`config.mk`:
```
export PLATFORM = sky130hd
export DESIGN_NAME = led_input_conditioner
export DESIGN_NICKNAME = d
export VERILOG_FILES = /design/src/rtl/led_pkg.sv /design/src/rtl/debounce_channel.sv /design/src/rtl/led_input_conditioner.sv
export SDC_FILE = /design/constraint.sdc
export NUM_CORES = 1
export LEC_CHECK = 0
export CAP_MARGIN = 30
export CORE_UTILIZATION = 52
export DETAILED_ROUTE_END_ITERATION = 12
export HOLD_SLACK_MARGIN = 0.06
export PLACE_DENSITY = 0.71
export SYNTH_ARGS = -nofsm -noshare
export SYNTH_HDL_FRONTEND = slang
export SYNTH_SLANG_ARGS = --single-unit
```
`constraint.sdc`:
```
create_clock -name clock -period 1.9 [get_ports clock]
set_input_delay 0.19 -clock clock [delete_from_list [all_inputs] [get_ports clock]]
set_output_delay 0.19 -clock clock [all_outputs]
set_load 0.05 [all_outputs]
```
`src/rtl/led_pkg.sv`:
```
// Shared constants for the LED blinker input front end: debounce defaults,
// system clock rate and the reset values of the conditioned outputs.
package led_pkg;

    localparam int   DEBOUNCE_CYCLES_DEFAULT = 250;   // 10 ms at CLK_HZ
    localparam int   CLK_HZ                  = 25000;

    localparam logic SWITCH_RST      = 1'b0;
    localparam logic ENABLE_RST      = 1'b0;
    localparam logic SEL_CHANGED_RST = 1'b0;

endpackage

```
`src/rtl/debounce_channel.sv`:
```
// One conditioning channel: 2-flop synchroniser followed by a counter that
// only accepts a new level after DEBOUNCE_CYCLES consecutive differing samples.
module debounce_channel
    import led_pkg::*;
#(
    parameter int DEBOUNCE_CYCLES = DEBOUNCE_CYCLES_DEFAULT
) (
    input  logic clock,
    input  logic reset_n,
    input  logic raw,
    output logic clean
);

    localparam int               CNT_W   = $clog2(DEBOUNCE_CYCLES);
    localparam logic [CNT_W-1:0] CNT_MAX = CNT_W'(DEBOUNCE_CYCLES - 1);

    logic             sync1;
    logic             sync2;
    logic             stable;
    logic [CNT_W-1:0] cnt;

    // NOTE: sequential state uses non-blocking (<=) so every flop samples the
    // pre-edge value of its neighbours; blocking here would collapse the
    // synchroniser into a single stage.
    always_ff @(posedge clock or negedge reset_n) begin
        if (!reset_n) begin
            sync1  <= 1'b0;
            sync2  <= 1'b0;
            stable <= SWITCH_RST;
            cnt    <= '0;
        end else begin
            sync1 <= raw;
            sync2 <= sync1;
            // Any sample matching the accepted level restarts the count, so a
            // short glitch never reaches the accepted level.
            if (sync2 == stable) begin
                cnt <= '0;
            end else if (cnt == CNT_MAX) begin
                stable <= sync2;
                cnt    <= '0;
            end else begin
                cnt <= cnt + 1'b1;
            end
        end
    end

    assign clean = stable;

endmodule

```
`src/rtl/led_input_conditioner.sv`:
```
// Board-pin front end for the LED blinker: debounced rate switches, enable
// button and a rate-change pulse. Define LED_ENABLE_TOGGLE_EN for toggle enable.
module led_input_conditioner
    import led_pkg::*;
#(
    parameter int DEBOUNCE_CYCLES = DEBOUNCE_CYCLES_DEFAULT
) (
    input  logic clock,
    input  logic reset_n,
    input  logic sw1_raw,
    input  logic sw2_raw,
    input  logic btn_raw,
    output logic switch1,
    output logic switch2,
    output logic enable,
    output logic sel_changed
);

    logic       stable_btn;
    logic [1:0] sel_prev;

    debounce_channel #(.DEBOUNCE_CYCLES(DEBOUNCE_CYCLES)) u_sw1 (
        .clock   (clock),
        .reset_n (reset_n),
        .raw     (sw1_raw),
        .clean   (switch1)
    );

    debounce_channel #(.DEBOUNCE_CYCLES(DEBOUNCE_CYCLES)) u_sw2 (
        .clock   (clock),
        .reset_n (reset_n),
        .raw     (sw2_raw),
        .clean   (switch2)
    );

    debounce_channel #(.DEBOUNCE_CYCLES(DEBOUNCE_CYCLES)) u_btn (
        .clock   (clock),
        .reset_n (reset_n),
        .raw     (btn_raw),
        .clean   (stable_btn)
    );

    // Comparing the pair as one vector gives a single pulse when both move together.
    always_ff @(posedge clock or negedge reset_n) begin
        if (!reset_n) begin
            sel_prev    <= {SWITCH_RST, SWITCH_RST};
            sel_changed <= SEL_CHANGED_RST;
        end else begin
            sel_prev    <= {switch1, switch2};
            sel_changed <= ({switch1, switch2} != sel_prev);
        end
    end

`ifdef LED_ENABLE_TOGGLE_EN
    logic stable_btn_d;
    logic btn_press;

    assign btn_press = stable_btn & ~stable_btn_d;

    always_ff @(posedge clock or negedge reset_n) begin
        if (!reset_n) begin
            stable_btn_d <= 1'b0;
            enable       <= ENABLE_RST;
        end else begin
            stable_btn_d <= stable_btn;
            if (btn_press) begin
                enable <= ~enable;
            end
        end
    end
`else
    // Level mode: one register keeps the latency equal to the toggle build.
    always_ff @(posedge clock or negedge reset_n) begin
        if (!reset_n) begin
            enable <= ENABLE_RST;
        end else begin
            enable <= stable_btn;
        end
    end
`endif

endmodule

```
======== Yosys cells after proc, flatten, opt, wreduce, memory -nomap -nowiden ========
Cells that the tools add are included.
operators by class
  eq/ne operators ......................... 7
  bitwise operators ....................... 3
  add/subtract/negate cells ............... 3
  muxes and demuxes ....................... 6
  reduce and logical (&&, ||, !) cells .... 3
operator list
  cell                                         count
  two-way mux 8 bit                            6
  adder 8 x 1 -> 8 bit, second input constant  3
  == test 8 bit, second input constant         3
  AND reduction 2 bit                          3
  == test 1 bit                                3
  inverter 1 bit                               3
  inequality test 2 bit                        1
storage, ports and cells
  bits in registers ....................... 37
  logic and storage cells ................. 37
  output and inout port bits .............. 4
  bits of input ports ..................... 5

======== Depth between registers and ports, before layout ========
  depth after elaboration ................. 3
  mapped depth ............................ 5
  depth with buffers taken out ............ 5

======== By module ========
From an unflattened synthesis, not the netlist that was laid out.
unflattened totals
  cells, all modules ...................... 142
  area, all modules ....................... 1607.8 um2
modules (own cells, without submodules)
  module                 times used  seq. area each (um2)  area each (um2)  cells an instance
  debounce_channel       3           275.3                 495.5            45
  led_input_conditioner  1           100.1                 121.4            7

======== Least setup slack after synthesis ========
OpenSTA, ideal clock, no wires.
  kind .................................... register to register
  start point ............................. register u_sw1.stable, in the netlist u_sw1.clean
  end point ............................... register u_sw1.cnt[2]
  slack ................................... 0.435 ns
  library setup time ...................... 0.144 ns
  required time ........................... 1.756 ns
  clock period less this slack ............ 1.465 ns
  buffers on the path ..................... 0
  data arrival time ....................... 1.321 ns
  stages on the path, launching flop included .. 4
  cell sequence ........................... dfrtp_1 -> xnor2_1 -> nand2b_1 -> o22ai_1
between the ends
  word-level cells in the longest chain between the ends .. 2
RTL lines
  item                      RTL line                RTL
  start: declaration        debounce_channel.sv:19  logic stable;
  start signal: assignment  debounce_channel.sv:39  stable <= sync2;
  == test 1 bit             debounce_channel.sv:36  if (sync2 == stable) begin
  two-way mux 8 bit         debounce_channel.sv:36
  end signal: assignment    debounce_channel.sv:42  cnt <= cnt + 1'b1;
  end: declaration          debounce_channel.sv:20  logic [CNT_W-1:0] cnt;
No other way between the ends.
A chain may end at the register's enable or synchronous reset.

======== Worst setup path after layout ========
  start point ............................. register u_sw1.stable, in the netlist u_sw1.clean
  end point ............................... output switch1
RTL lines
  item              RTL line                     RTL
  end: declaration  led_input_conditioner.sv:13  output logic switch1,
No word-level cell between the ends.

==> results.md <==
* Final worst setup slack at 0.06736 ns
* Initial antenna violation count at 0
* Rel. slew slack at 66.70%
* Number of global-route vias before repair at ~1100
* Busiest metal layer after global routing: met2
* Final worst path period need at 1.833 ns
* CP arrival at 1.64 ns
* Met1 Track Usage GR at 26.06%
* CP cell instances: clkdlybuf4s50_1
* Compound-Gate Fraction of Synth Area at 11.62%
* Die footprint at 3505 um^2
* Clk_skew at 0.01645 ns
* Syn-to-layout area delta at 12.50%
* Yosys reg bits at 37
* DR vias at around 1200
* Leakage power at approximately 0.79 nW
* DRT Pass-1 Iters at 4
* Max-Cap Viols at 0
* Clock sinks at 37
* Cts bufs inserted at 5
* Worst min-delay path class: primary input to async pin
* Starting density of the core at 55.28%
* Layout cells sized above 1 at 10.53%
* Crit path max fanout at 5
* XOR/XNOR Fraction of Synth Area at between 4 and 5%
* Number of nets in the final layout at 182
* Ys flop type: dfrtp_1
* Yosys synthesis warning count at 0
* Ports at 9
* Slew Limit Fails at 0
* Critical path class: register to primary output
* Final wirelength at 2837 um
* Largest family of logic cells by synthesized area: simple AND/OR/NAND/NOR gates
* Worst setup EP type: primary output
* Post-synthesis simple-gate area fraction at between 20 and 25%
* # fillers at 246
* Fmax at approximately 550 MHz
* Post-CTS sizing at 0
* Power per cell area at 703.0 nW/um^2
* Post-CTS setup buffer count at 0
* Floorplan core area at 3078 um^2
* Post-synth cell types at 32
* Drt wl/cell at about 13 um
* ANT nets after route at 0
* Post-synth EDFFs at 0
* Syn Std Cell Area at 1702 um^2
* Worst-path clk slew at 0.11 ns
* Grt total ovfl at 0
* Status: finished clean
* DR vias/cell at ~5.7
* M3 GR Usage at under 10%
* CP peak stage delay at 0.84 ns
* GRT Total Usage at 18.96%
* Final Cycle Share at 96.45%
* Register area share after synthesis at 54.41%
* Die Width at slightly below 60 um
* Placer Congestion at roughly 0.79
* Slowest cell on crit path: clkdlybuf4s50_1
* Die Y at about 60 um
* Post-synth ARST share at 100.0%
* Pre-CTS WS at ~0.40 ns
* Post-Syn Instances at roughly 150
* Peak supply drop at 0.5427 mV
* CP startpoint kind: register
* CTS tree: built
* Critical path buffer and inverter count at 1
* Final hold violations at 0
* Syn_nets at 165
* Global-route wire length before repair at 4850 um
* Worst-Margin Slew at 0.4979 ns
* DR DRC count at 0
* Post-Synth Adder-Cell Area at 4.412%
* RSZ-0062 raised after global routing: false
* CP top delay family: buffers and inverters
* Final setup fails at 0
* IO Port Bufs at 8
* Critical Path RT at 1.71 ns
* Iter 0 DRT Violations at 58
* Post-CTS Hold Buffers at 0
* Hpwl dp at approximately 1900 um
* Root Buffer: clkbuf_4
* Syn avg cell area at 11.05 um^2
* Pin count of the biggest net entering global routing at 38
* Ant. Diodes at 0
* Met2 Use GR at 28.09%
* H-tree lvl count at 2
* Multiplexer share of the synthesized area at a little under 2%
* Longest Clk Path Bufs at 2
* Fin Setup TNS at 0 ns
* # rows at 20
* Clock Latency Late Sink at 0.34 ns
## kinds of logic (layout without fill, tap and decap cells)
logic type | count (synthesis) | in the layout
adder cells (fa/ha/maj) | 6 | 6
buffers and inverters | 5 | 22
flip-flops | 37 | 37
multiplexers | 3 | 3
AND/OR/NAND/NOR | 63 | 63
XOR/XNOR | 8 | 8
AO/OA/AOI/OAI | 32 | 32
## layer usage
metal	wire, um	part of all wire (%)	vias up
met1	1427	50	606
met3	108	3.8	5
met4	46	1.6	0
met5	0	0	-
met2	1253	44	20
li1	-	-	595
## cell usage in the layout, fill, tap and decap left out, types with 4 or more instances in the layout
cell type / netlist / final
clkbuf_4: 0 / 5
nand3_1: 9 / 9
nor3_1: 5 / 5
clkdlybuf4s50_1: 0 / 8
ha_1: 6 / 6
nor2_1: 10 / 10
a21oi_1: 7 / 7
nand2b_1: 7 / 7
buf_4: 0 / 4
xnor2_1: 6 / 6
o21ai_0: 7 / 7
nand2_1: 9 / 9
a31oi_1: 7 / 7
dfrtp_1: 37 / 37
## Yosys cell counts, drive strengths merged, types with 3 or more instances
library cell,number,share of area [%]
nor2,10,2.2
nor3,5,1.5
nand2b,7,2.6
nand2,9,2.0
nand3b,3,1.3
a31oi,7,2.6
xnor2,6,3.1
inv,3,0.66
nand4,5,3.1
nor2b,3,1.1
dfrtp,37,54
ha,6,4.4
o21ai,7,2.1
nand3,9,2.6
a21oi,7,2.1
a311oi,3,1.5
o21bai,3,1.3
mux2,3,2.0
## sequential cells by signal (all words and copies together) (netlist names), 2 cells and up
signal / cells
sel_prev: 2
u_btn.cnt: 8
u_sw2.cnt: 8
u_sw1.cnt: 8
## area by class of cell
type | instances | area, um^2 | area share [%]
Inverter | 3 | 11.26 | 0.5882
Timing Repair Buffer | 12 | 110.1 | 5.752
Tap cell | 44 | 55.05 | 2.876
Sequential cell | 37 | 925.9 | 48.37
Multi-Input combinational cell | 112 | 757.0 | 39.54
Clock buffer | 7 | 55.05 | 2.876
## metrics by stage
stage               hold WS (ns)  total power [mW]  cell area (um^2)  utilization [%]  instances
global placement          0.3328            0.9377              1859            60.41        208
floorplan                -0.1056            0.8974              1702                -        154
global route              0.2667             1.406              1914            62.20        215
detailed placement        0.3465            0.9447              1859            60.41        208
CTS                       0.2708             1.358              1914            62.20        215
finish                    0.2457             1.346              1914            62.20        215
## power by group
group / leakage [nW] / internal (mW) / switching, mW
clock: 0.0314 / 0.175 / 0.244
combinational: 0.268 / 0.0415 / 0.0521
sequential: 0.495 / 0.809 / 0.0250
## path summary, 6_finish.rpt
path / startpoint / end / slack [ns] / cells after the start
max: u_sw1.clean / switch1 / 0.07 / 1
min: reset_n / u_sw1.cnt[6] / 0.25 / 2
max reg2reg: u_sw1.cnt[0] / u_sw1.cnt[6] / 0.39 / 4
min reg2reg: u_sw1.sync1 / u_sw1.sync2 / 0.36 / 0
max in group asynchronous: reset_n / sel_changed / 1.32 / 2
min in group clock: sw1_raw / u_sw1.sync1 / 0.29 / 1
No activity file was read; power rests on OpenSTA's default activity.
